===== config.mk =====
export PLATFORM = sky130hd
export DESIGN_NAME = div_iter
export DESIGN_NICKNAME = d
export VERILOG_FILES = /design/src/rtl/div_iter.sv
export SDC_FILE = /design/constraint.sdc
export NUM_CORES = 1
export LEC_CHECK = 0
export CORE_ASPECT_RATIO = 1.5
export CORE_MARGIN = 1
export CORE_UTILIZATION = 55
export DETAILED_ROUTE_END_ITERATION = 16
export PLACE_DENSITY = 0.76
export SYNTH_ARGS = -nofsm -noshare
export SYNTH_HDL_FRONTEND = slang
export SYNTH_SLANG_ARGS = --single-unit

===== constraint.sdc =====
create_clock -name clk -period 5.9 [get_ports clk]
set_clock_uncertainty 0.2 [all_clocks]
set_input_delay 0.885 -clock clk [delete_from_list [all_inputs] [get_ports clk]]
set_output_delay 0.885 -clock clk [all_outputs]
set_load 0.02 [all_outputs]

===== src/rtl/div_iter.sv =====
// Iterative radix-2 restoring divider (DIV/DIVU/REM/REMU), one quotient bit per cycle.
// Optional early-out for |dividend| < |divisor| enabled by defining DIV_EARLY_OUT_EN.
module div_iter #(
  parameter int unsigned XLEN = 32
) (
  input  logic            clk,
  input  logic            rst,
  input  logic            div_req_i,
  input  logic [1:0]      div_op_i,
  input  logic [XLEN-1:0] div_operand_1_i,
  input  logic [XLEN-1:0] div_operand_2_i,
  input  logic            div_kill_i,
  input  logic            div_ack_i,
  output logic            div_busy_o,
  output logic            div_valid_o,
  output logic [XLEN-1:0] div_result_o
);

  localparam int unsigned CW = $clog2(XLEN + 1);
  localparam logic [XLEN-1:0] MOST_NEG = {1'b1, {(XLEN-1){1'b0}}};

  typedef enum logic [1:0] {IDLE, CALC, DONE} state_t;

  state_t          state_q, state_d;
  logic [CW-1:0]   cnt_q, cnt_d;
  logic [1:0]      op_q, op_d;
  logic            sgn1_q, sgn1_d, sgn2_q, sgn2_d;
  logic [XLEN-1:0] quo_q, quo_d, rem_q, rem_d, dvs_q, dvs_d, res_q, res_d;

  // Request decode: signedness, magnitudes, special-case detection
  logic            in_signed;
  logic [XLEN-1:0] abs1, abs2, spec_res;
  logic            special;

  assign in_signed = ~div_op_i[0];
  assign abs1 = (in_signed && div_operand_1_i[XLEN-1]) ? ('0 - div_operand_1_i) : div_operand_1_i;
  assign abs2 = (in_signed && div_operand_2_i[XLEN-1]) ? ('0 - div_operand_2_i) : div_operand_2_i;

  // Results that are known at acceptance and bypass the iteration
  always_comb begin
    special  = 1'b0;
    spec_res = '0;
    if (div_operand_2_i == '0) begin
      special  = 1'b1;
      spec_res = div_op_i[1] ? div_operand_1_i : '1;
    end else if (in_signed && div_operand_1_i == MOST_NEG && div_operand_2_i == '1) begin
      special  = 1'b1;
      spec_res = div_op_i[1] ? '0 : div_operand_1_i;
    end
`ifdef DIV_EARLY_OUT_EN
    else if (abs1 < abs2) begin
      special  = 1'b1;
      spec_res = div_op_i[1] ? div_operand_1_i : '0;
    end
`endif
  end

  // One restoring step: quo_q shifts the dividend out while collecting quotient bits
  logic [XLEN:0]   rem_sh;
  logic [XLEN-1:0] rem_sub, rem_n, quo_n, q_fin, r_fin;
  logic            rem_ge, op_signed;

  assign rem_sh    = {rem_q, quo_q[XLEN-1]};
  assign rem_ge    = rem_sh >= {1'b0, dvs_q};
  // The true difference is below the divisor, so the low XLEN bits are exact
  assign rem_sub   = rem_sh[XLEN-1:0] - dvs_q;
  assign rem_n     = rem_ge ? rem_sub : rem_sh[XLEN-1:0];
  assign quo_n     = {quo_q[XLEN-2:0], rem_ge};
  assign op_signed = ~op_q[0];
  assign q_fin     = (op_signed && (sgn1_q ^ sgn2_q)) ? ('0 - quo_n) : quo_n;
  assign r_fin     = (op_signed && sgn1_q) ? ('0 - rem_n) : rem_n;

  // Next-state and datapath control; kill overrides everything
  always_comb begin
    state_d = state_q;
    cnt_d   = cnt_q;
    op_d    = op_q;
    sgn1_d  = sgn1_q;
    sgn2_d  = sgn2_q;
    quo_d   = quo_q;
    rem_d   = rem_q;
    dvs_d   = dvs_q;
    res_d   = res_q;
    unique case (state_q)
      IDLE: begin
        if (div_req_i) begin
          op_d   = div_op_i;
          sgn1_d = div_operand_1_i[XLEN-1];
          sgn2_d = div_operand_2_i[XLEN-1];
          quo_d  = abs1;
          rem_d  = '0;
          dvs_d  = abs2;
          cnt_d  = '0;
          if (special) begin
            res_d   = spec_res;
            state_d = DONE;
          end else begin
            state_d = CALC;
          end
        end
      end
      CALC: begin
        quo_d = quo_n;
        rem_d = rem_n;
        cnt_d = cnt_q + 1'b1;
        if (cnt_q == CW'(XLEN - 1)) begin
          res_d   = op_q[1] ? r_fin : q_fin;
          state_d = DONE;
        end
      end
      DONE: begin
        if (div_ack_i) state_d = IDLE;
      end
      default: state_d = IDLE;
    endcase
    if (div_kill_i) begin
      state_d = IDLE;
      cnt_d   = '0;
    end
  end

  // State and datapath registers with asynchronous clear
  always_ff @(posedge clk or posedge rst) begin
    if (rst) begin
      state_q <= IDLE;
      cnt_q   <= '0;
      op_q    <= '0;
      sgn1_q  <= 1'b0;
      sgn2_q  <= 1'b0;
      quo_q   <= '0;
      rem_q   <= '0;
      dvs_q   <= '0;
      res_q   <= '0;
    end else begin
      state_q <= state_d;
      cnt_q   <= cnt_d;
      op_q    <= op_d;
      sgn1_q  <= sgn1_d;
      sgn2_q  <= sgn2_d;
      quo_q   <= quo_d;
      rem_q   <= rem_d;
      dvs_q   <= dvs_d;
      res_q   <= res_d;
    end
  end

  assign div_busy_o   = (state_q != IDLE);
  assign div_valid_o  = (state_q == DONE);
  assign div_result_o = div_valid_o ? res_q : '0;

endmodule


# Word-level counts from Yosys, hierarchy flattened
# Index checks and enable logic that the tools add are counted.
[totals] elab_cells=76 reg_bits=140 output_inout_bits=34 input_bits=71
[classes] magnitude_cmp=1 bitwise_logic=3 n_reduce_logical=16 addsub=6 n_eq_ne=11 n_mux=30
[op_table] operator="32-bit two-way mux" n=16
[op_table] operator="32-bit one-hot mux with 2 select lines" n=3
[op_table] operator="1-bit by 32-bit subtractor with 32-bit output (first input constant)" n=4
[op_table] operator="32-bit equality test (second input constant)" n=2
[op_table] operator="33-bit by 32-bit >= comparator with 1-bit output" n=1
[op_table] operator="32-bit logical NOT" n=1
[op_table] operator="32-bit subtractor" n=1
[op_table] operator="6-bit two-way mux" n=2
[op_table] operator="6-bit one-hot mux with 2 select lines" n=1
[op_table] operator="2-bit two-way mux" n=5
[op_table] operator="3-bit inequality test (second input constant)" n=3
[op_table] operator="6-bit by 1-bit adder with 6-bit output (second input constant)" n=1
[op_table] operator="6-bit by 5-bit equality test with 1-bit output (second input constant)" n=1
[op_table] operator="1-bit logical AND" n=6
[op_table] operator="2-bit inequality test (second input constant)" n=3
[op_table] operator="2-bit one-hot mux with 3 select lines" n=1
[op_table] operator="2-bit AND reduction" n=3
[op_table] operator="4-bit AND reduction" n=1
[op_table] operator="2-bit nonzero test" n=2
[op_table] operator="3-bit AND reduction" n=1
[op_table] operator="3-bit nonzero test" n=1
[op_table] operator="2-bit by 1-bit equality test with 1-bit output (second input constant)" n=1
[op_table] operator="2-bit equality test (second input constant)" n=1
[op_table] operator="2-bit logical NOT" n=1
[op_table] operator="3 further kinds" n=5

# Depth between registers and ports, before layout
# Gate-level depths: netlist of the first run.
[logic_depth] ltp_word=9 mapped_depth=23 depth_no_buf=18

# Least setup slack after synthesis of the first run
# OpenSTA, ideal clock, no wires.
[synth_path] kind="register to register" from="register rem_q[17]" to="register res_q[12]" required_ns=5.574 path_stages_with_launch=23 synth_period_minus_slack_ns=4.920 arrival_ns=4.594 setup_ns=0.126 path_slack_ns=0.980 n_path_buf=5 cell_sequence="dfrtp_1 ha_1 clkbuf_1 nand4_1 nor3_1 nand4_1 a31oi_1 a211o_2 buf_2 buf_2 buf_2 nand2_1 o21ai_1 ha_1 nor3b_1 nand2_1 nor3_1 or2_0 clkbuf_1 a21oi_1 xor2_1 a21oi_1 a221o_1"
[synth_between] elab_chain_cells=7 word_cells_on_any_way=9 classes_between="add/sub (2); order compare (1); mux (6)"
[synth_lines] item="start, declared" line="28" source="logic [XLEN-1:0] quo_q, quo_d, rem_q, rem_d, dvs_q, dvs_d, res_q, res_d;"
[synth_lines] item="start signal, assigned" line="141" source="rem_q <= rem_d;"
[synth_lines] item="33-bit by 32-bit >= comparator with 1-bit output (*)" line="64" source="assign rem_ge = rem_sh >= {1'b0, dvs_q};"
[synth_lines] item="32-bit two-way mux" line="67" source="assign rem_n = rem_ge ? rem_sub : rem_sh[XLEN-1:0];"
[synth_lines] item="1-bit by 32-bit subtractor with 32-bit output" line="71" source="assign r_fin = (op_signed && sgn1_q) ? ('0 - rem_n) : rem_n;"
[synth_lines] item="32-bit two-way mux" line="71"
[synth_lines] item="32-bit two-way mux (*)" line="107" source="res_d = op_q[1] ? r_fin : q_fin;"
[synth_lines] item="32-bit two-way mux (*)" line="106" source="if (cnt_q == CW'(XLEN - 1)) begin"
[synth_lines] item="32-bit one-hot mux with 2 select lines (*)" line="84" source="unique case (state_q)"
[synth_lines] item="end signal, assigned" line="143" source="res_q <= res_d;"
[synth_lines] item="end, declared" line="28"
# Every way passes the cells marked *; elsewhere a longest branch is shown, timed or not. The select of a mux whose other input is x is not followed.
# A chain may end at the register's enable or synchronous reset.

# Worst setup path after layout of the first run
[layout_path] from="register rem_q[0]" to="register res_q[12]"
[layout_between] elab_chain_cells=7 word_cells_on_any_way=10 classes_between="add/sub (3); order compare (1); mux (6)"
[layout_lines] item="32-bit subtractor or 33-bit by 32-bit >= comparator with 1-bit output (tied branches)" line="66, 64"
[layout_lines] item="32-bit two-way mux" line="67"
[layout_lines] item="1-bit by 32-bit subtractor with 32-bit output" line="71"
[layout_lines] item="32-bit two-way mux" line="71"
[layout_lines] item="32-bit two-way mux (*)" line="107"
[layout_lines] item="32-bit two-way mux (*)" line="106"
[layout_lines] item="32-bit one-hot mux with 2 select lines (*)" line="84"
# Marks and branches as above.

==> flow_metrics.tcl, run 1 <==
set metrics [dict create \
    run_status "finished clean" \
    total_power_w 0.00741 \
    clock_path_buffers 2 \
    comb_power_share_pct 63.7 \
    portBuffers 104 \
    multi_input_area_um2 8080 \
    drv_slew 0 \
    dr.pass1.iters 6 \
    grt_pass1_wl_um 67300 \
    fin_util_pct 64.0 \
    syn_area_per_cell_um2 7.60 \
    ys_types 88 \
    fin_tns_setup_ps 0 \
    required_ps 6040 \
    postCtsSetupBuffers 0 \
    finalCriticalPeriod_ps 5330 \
    worstMarginPinSlew_ps 1150 \
    synth_fp_nets 1723 \
    ys.flop_type "dfrtp_1" \
    layout_commonest_cell "nor2_1" \
    vias 12832 \
    cts-root-buf "clkbuf_16" \
    min_path_type "flip-flop to flip-flop" \
    rows 66 \
    crit_fanout 9 \
    p_sw_w 0.00383 \
    start_kind "flip-flop" \
    path_class "flip-flop to flip-flop" \
    regArea_um2 3500 \
    drv_cap 0 \
    start_util_pct 56.2 \
    syn_area_um2 12300 \
    cellPowerDensity_nw_per_um2 531 \
    grt_pass1_vias 12148 \
    dieHeight_um 185 \
    grt_usage_pct 39.1 \
    drive_gt1_share_pct 5.44 \
    swShare_pct 51.7 \
    fillers 1993 \
    power_frac_seq_pct 21.5 \
    cts_buffers 17 \
    hpwl_um 32000 \
    drt_iter0_drc 1227 \
    critPathCaptureType "flip-flop" \
    antenna_found_initial 0 \
    setup_viol 0 \
    fmaxAchievable_mhz 187 \
    drc 0 \
    post_cts_resized 0 \
    ir_drop_uv 281 \
    viasPerCell 6.66 \
    period_share_pct 90.4 \
    hold_buffers 0 \
    grt_max_degree 99 \
    clock_latency_ps 460 \
    place.gp.congestion 0.980 \
    reg2reg_setup_slack_ps 570 \
    p_int_w 0.00358 \
    drt_wl_total_um 43100 \
    synthCells 1613 \
    power.leakage_nw 5.61 \
    slew_headroom_pct 23.1 \
    cts.htree.levels 4 \
    coreArea_um2 21800 \
    final_cell_mix "nor2_1 (150), a21oi_1 (142), dfrtp_1 (140), nand2_1 (134), o21ai_0 (120)" \
    ios 105 \
    synth-seq-area-share_pct 28.6 \
    cts_sinks 140 \
    final_antenna_net_count 0 \
    grt_setup_unrepaired "no" \
    async_flop_share_pct 100 \
    nets 1751 \
    cts_tree "done" \
    chipWidth_um 124 \
    die_area_um2 22900 \
    antenna-diode-count 0 \
    ys_ff_latch 140 \
    power_frac_clock_pct 14.8 \
    yosysWarnings 0 \
    syn2layout_area_growth_pct 13.8 \
    grt_overflow 0 \
    synth_edf_count 0 \
    cp_data_arrival_time_ps 5470 \
    cts.reportedPaths.clkPinSlew_ps 70 \
    wl_per_cell_um 22.4 \
    hold_viol 0 \
]
[critical path, stage by stage (launching register included)]
cell	delay, ps
dfrtp_1	460
ha_1	360
nor2b_1	170
o2111ai_1	470
a211oi_2	220
a211o_2	450
a211o_2	390
buf_4	200
o21ai_1	220
ha_1	280
nor3b_1	330
nand2_1	120
nor3_1	250
or2_0	360
a21oi_1	140
xor2_1	170
a21oi_1	80
a221o_1	340
[Yosys cell counts, types with 9 or more instances]
| library cell | number | area share [%] |
|---|---|---|
| nor2_1 | 150 | 4.6 |
| a21oi_1 | 142 | 5.8 |
| dfrtp_1 | 140 | 29 |
| nand2_1 | 136 | 4.2 |
| o21ai_0 | 120 | 4.9 |
| clkbuf_1 | 94 | 2.9 |
| xnor2_1 | 73 | 5.2 |
| o22ai_1 | 64 | 3.3 |
| xor2_1 | 64 | 4.6 |
| nor3_1 | 63 | 2.6 |
| nand3_1 | 57 | 2.3 |
| inv_1 | 56 | 1.7 |
| ha_1 | 38 | 3.9 |
| and3_1 | 35 | 1.8 |
| o21ai_1 | 34 | 1.4 |
| nand4_1 | 23 | 1.2 |
| o31ai_1 | 19 | 1.2 |
| mux2i_1 | 18 | 1.5 |
| nor4_1 | 18 | 0.92 |
| or3_1 | 15 | 0.77 |
| nand2b_1 | 14 | 0.71 |
| a211oi_1 | 13 | 0.80 |
| a21o_1 | 12 | 0.73 |
| a31oi_1 | 12 | 0.61 |
| nor2b_1 | 12 | 0.61 |
| o211ai_1 | 12 | 0.73 |
| buf_2 | 11 | 0.45 |
| buf_1 | 10 | 0.31 |
| o31a_1 | 9 | 0.64 |
[sequential cells by signal (all words and copies together), names as in the netlist]
register / count
sgn2_q: 1
cnt_q: 6
sgn1_q: 1
quo_q: 32
op_q: 2
state_q: 2
res_q: 32
rem_q: 32
dvs_q: 32
[power by group through the flow]
stage                     clock network, W  registers (W)  logic (W)
final                              0.00110        0.00159    0.00472
after detailed placement                 0        0.00159    0.00454
after global routing               0.00114        0.00162    0.00511
after floorplan                          0        0.00143    0.00347
after global placement                   0        0.00158    0.00450
after CTS                          0.00110        0.00158    0.00459
[worst paths after layout]
check,from,endpoint,depth (start not counted)
min reg2reg,dvs_q[4]$_DFFE_PP0P_,dvs_q[4]$_DFFE_PP0P_,2
min in group asynchronous,rst,cnt_q[2]$_DFFE_PP0P_,2
max reg2reg,rem_q[0]$_DFFE_PP0P_,res_q[12]$_DFFE_PP0P_,17
max in group asynchronous,rst,op_q[1]$_DFFE_PP0P_,3
min,dvs_q[4]$_DFFE_PP0P_,dvs_q[4]$_DFFE_PP0P_,2
max,rem_q[0]$_DFFE_PP0P_,res_q[12]$_DFFE_PP0P_,17
[metrics by stage]
step                      worst slack, ps  area (um^2)  hold slack, ps  cells
after CTS                             662        14000             284   1926
after global placement                910        13400             264   1894
after floorplan                       980        12300             249   1613
final                                 566        14000             280   1926
after global routing                  259        14000             299   1926
after detailed placement              767        13400             269   1894
[per-layer routing]
metal  wire [um]  global-route usage (%)  up-vias  share of wire (%)
met5           0                       0        -                  0
met4        3750                    32.1        0                8.7
met3        2580                    5.54      167                6.0
met2       20600                    63.0      585                 48
met1       16200                    45.6     6124                 38
li1            -                       -     5956                  -
[cells by family (layout without fill, tap and decap cells)]
group / after synthesis / in the layout / share of synthesized area (%)
AOI/OAI and AO/OA: 527 / 527 / 27.1
xor gates and xnor gates: 137 / 137 / 9.78
adders and majority gates: 39 / 39 / 4.04
buffers and inverters: 177 / 218 / 5.65
DFF: 140 / 140 / 28.6
muxes: 25 / 25 / 2.20
and+or+nand+nor: 568 / 568 / 22.6
[final cells by class]
| cell class | count | area share (%) |
|---|---|---|
| clock buffers | 17 | 3.05 |
| repair buffers | 127 | 8.70 |
| multi-input cells | 1296 | 57.9 |
| flip-flops and latches | 140 | 25.1 |
| clock inverters | 15 | 1.17 |
| inverters | 59 | 1.62 |
| well taps | 272 | 2.44 |
(Power assumes the default switching activity.)
==> inputs of run 2 (changes only) <==
==> constraint.sdc (replaced) <==
create_clock -name clk -period 5.8 [get_ports clk]
set_clock_uncertainty 0.2 [all_clocks]
set_input_delay 0.87 -clock clk [delete_from_list [all_inputs] [get_ports clk]]
set_output_delay 0.87 -clock clk [all_outputs]
set_load 0.02 [all_outputs]
==> run 2 against run 1 <==
  * Clock power rose by 13%
  * Critical path depth is the same
  * Cell count about the same
  * Count of clock-buffer cells in the layout grew 1
  * Total power rose by 3.0%
  * Critical path type unchanged
  * Highest routed layer unchanged
  * Largest power group unchanged
==> flow_metrics.tcl, run 2 (synthesized netlist as in run 1, its figures left out) <==
set metrics [dict create \
    die_area_um2 22900 \
    coreArea_um2 21800 \
    syn2layout_area_growth_pct 14.4 \
    critPathCaptureType "flip-flop" \
    grt_setup_unrepaired "no" \
    finalInstanceArea_um2 14000 \
    portBuffers 104 \
    drv_cap 0 \
    cellPowerDensity_nw_per_um2 544 \
    place.gp.congestion 1.00 \
    drt_wl_total_um 42500 \
    wl_met3_um 2660 \
    drv_slew 0 \
    max_stage_delay_ps 500 \
    dieHeight_um 185 \
    start_kind "flip-flop" \
    clock_path_buffers 2 \
    grt_max_degree 99 \
    min_path_type "flip-flop to flip-flop" \
    wl_met2_um 20100 \
    layout_commonest_cell "nor2_1" \
    highest_layer "met4" \
    cts_sinks 140 \
    crit_chain "inv_1 -> ha_1 -> nand4_1 -> nor3_1 -> nand4_1 -> a31oi_1 -> a211o_2 -> mux2i_1 -> ha_1 -> nor3b_1 -> nand2_1 -> nor3_1 -> or2_0 -> a21oi_1 -> xor2_1 -> a21oi_1 -> a221o_1" \
    slowest_stage "ha_1" \
    run_status "finished clean" \
    drc 0 \
    wirelength_met1_um 15900 \
    drive_gt1_share_pct 5.50 \
    period_share_pct 92.6 \
    antenna_found_initial 0 \
    grt_pass1_vias 11990 \
    fin_tns_setup_ps 0 \
    fmaxAchievable_mhz 186 \
    start_util_pct 56.2 \
    hpwl_um 31900 \
    path_class "flip-flop to flip-flop" \
    hold_buffers 0 \
    wl_per_cell_um 22.1 \
    chipWidth_um 124 \
    reg2reg_setup_slack_ps 430 \
    cts_buffers 17 \
    rows 66 \
    postCtsSetupBuffers 0 \
    post_cts_resized 0 \
    placed_area_um2 13400 \
    cts.reportedPaths.clkPinSlew_ps 70 \
    crit_fanout 13 \
    cts.htree.levels 4 \
    hold_viol 0 \
    grt_usage_pct 38.5 \
    slew_headroom_pct 19.0 \
    required_ps 5940 \
    dr.pass1.iters 7 \
    cts_tree "done" \
    vias 12715 \
    ios 105 \
    worstMarginPinSlew_ps 1210 \
    ir_drop_uv 336 \
    cp_data_arrival_time_ps 5510 \
    cts-root-buf "clkbuf_16" \
    drt_iter0_drc 1282 \
    antenna-diode-count 0 \
    power.leakage_nw 5.65 \
    final_cell_mix "nor2_1 (150), a21oi_1 (142), dfrtp_1 (140), nand2_1 (134), o21ai_0 (120)" \
    setup_viol 0 \
    nets 1752 \
    clock_latency_ps 450 \
    grt_overflow 0 \
    finalCriticalPeriod_ps 5370 \
    grt_pass1_wl_um 66200 \
    final_antenna_net_count 0 \
    viasPerCell 6.60 \
]
[run 2: cell types whose count changed in the layout (fill, tap and decap cells not counted)]
cell | before | now
inv_6 | 5 | 2
bufinv_16 | 2 | 5
buf_4 | 23 | 24
clkinv_4 | 4 | 3
clkbuf_8 | 0 | 1
[run 2: per-stage QoR]
stage	power [W]	utilization (%)	instances	setup WS [ps]	hold slack (ps)
2_1_floorplan	0.00499	-	1613	880	249
3_3_place_gp	0.00617	61.3	1895	691	264
3_5_place_dp	0.00621	61.3	1895	548	270
4_1_cts	0.00749	64.3	1927	530	284
5_1_grt	0.00808	64.3	1927	121	309
6_report	0.00764	64.3	1927	428	276
[run 2: area by class of cell]
type                       count  area, um^2
inverter                      59         226
tap                          272         340
clock buffer                  18         439
fill                        1964        7770
sequential                   140        3500
timing repair buffer         128        1220
clock inverter                14         218
multi-input combinational   1296        8080
[run 2: power by group]
group / total (W) / leakage [nW] / switching [W] / internal (W)
combinational: 0.00479 / 3.58 / 0.00306 / 0.00173
clock: 0.00124 / 0.312 / 0.000469 / 0.000775
sequential: 0.00160 / 1.76 / 0.000344 / 0.00126
[run 2: final timing paths]
path,endpoint,start,depth (start not counted)
setup / recovery,res_q[12]$_DFFE_PP0P_,dvs_q[21]$_DFFE_PP0P_,17
hold / removal,dvs_q[12]$_DFFE_PP0P_,dvs_q[12]$_DFFE_PP0P_,2
setup reg to reg,res_q[12]$_DFFE_PP0P_,dvs_q[21]$_DFFE_PP0P_,17
hold reg to reg,dvs_q[12]$_DFFE_PP0P_,dvs_q[12]$_DFFE_PP0P_,2
max in group asynchronous,rem_q[4]$_DFFE_PP0P_,rst,3
min in group asynchronous,cnt_q[1]$_DFFE_PP0P_,rst,2
[run 2: routing by layer]
metal | vias up | GRT usage [%]
met4 | 0 | 31.7
met3 | 149 | 5.45
met1 | 5972 | 44.9
met2 | 630 | 61.9
li1 | 5964 | -
met5 | - | 0
[run 2: worst max-delay path, delay by kind of cell (launching register included)]
| family | cells | cell delay, ps |
|---|---|---|
| simple gates | 7 | 1980 |
| compound gates | 5 | 1360 |
| fa+ha+maj | 2 | 760 |
| flops | 1 | 340 |
| mux | 1 | 320 |
| xor+xnor | 1 | 190 |
| buf+inv | 1 | 100 |
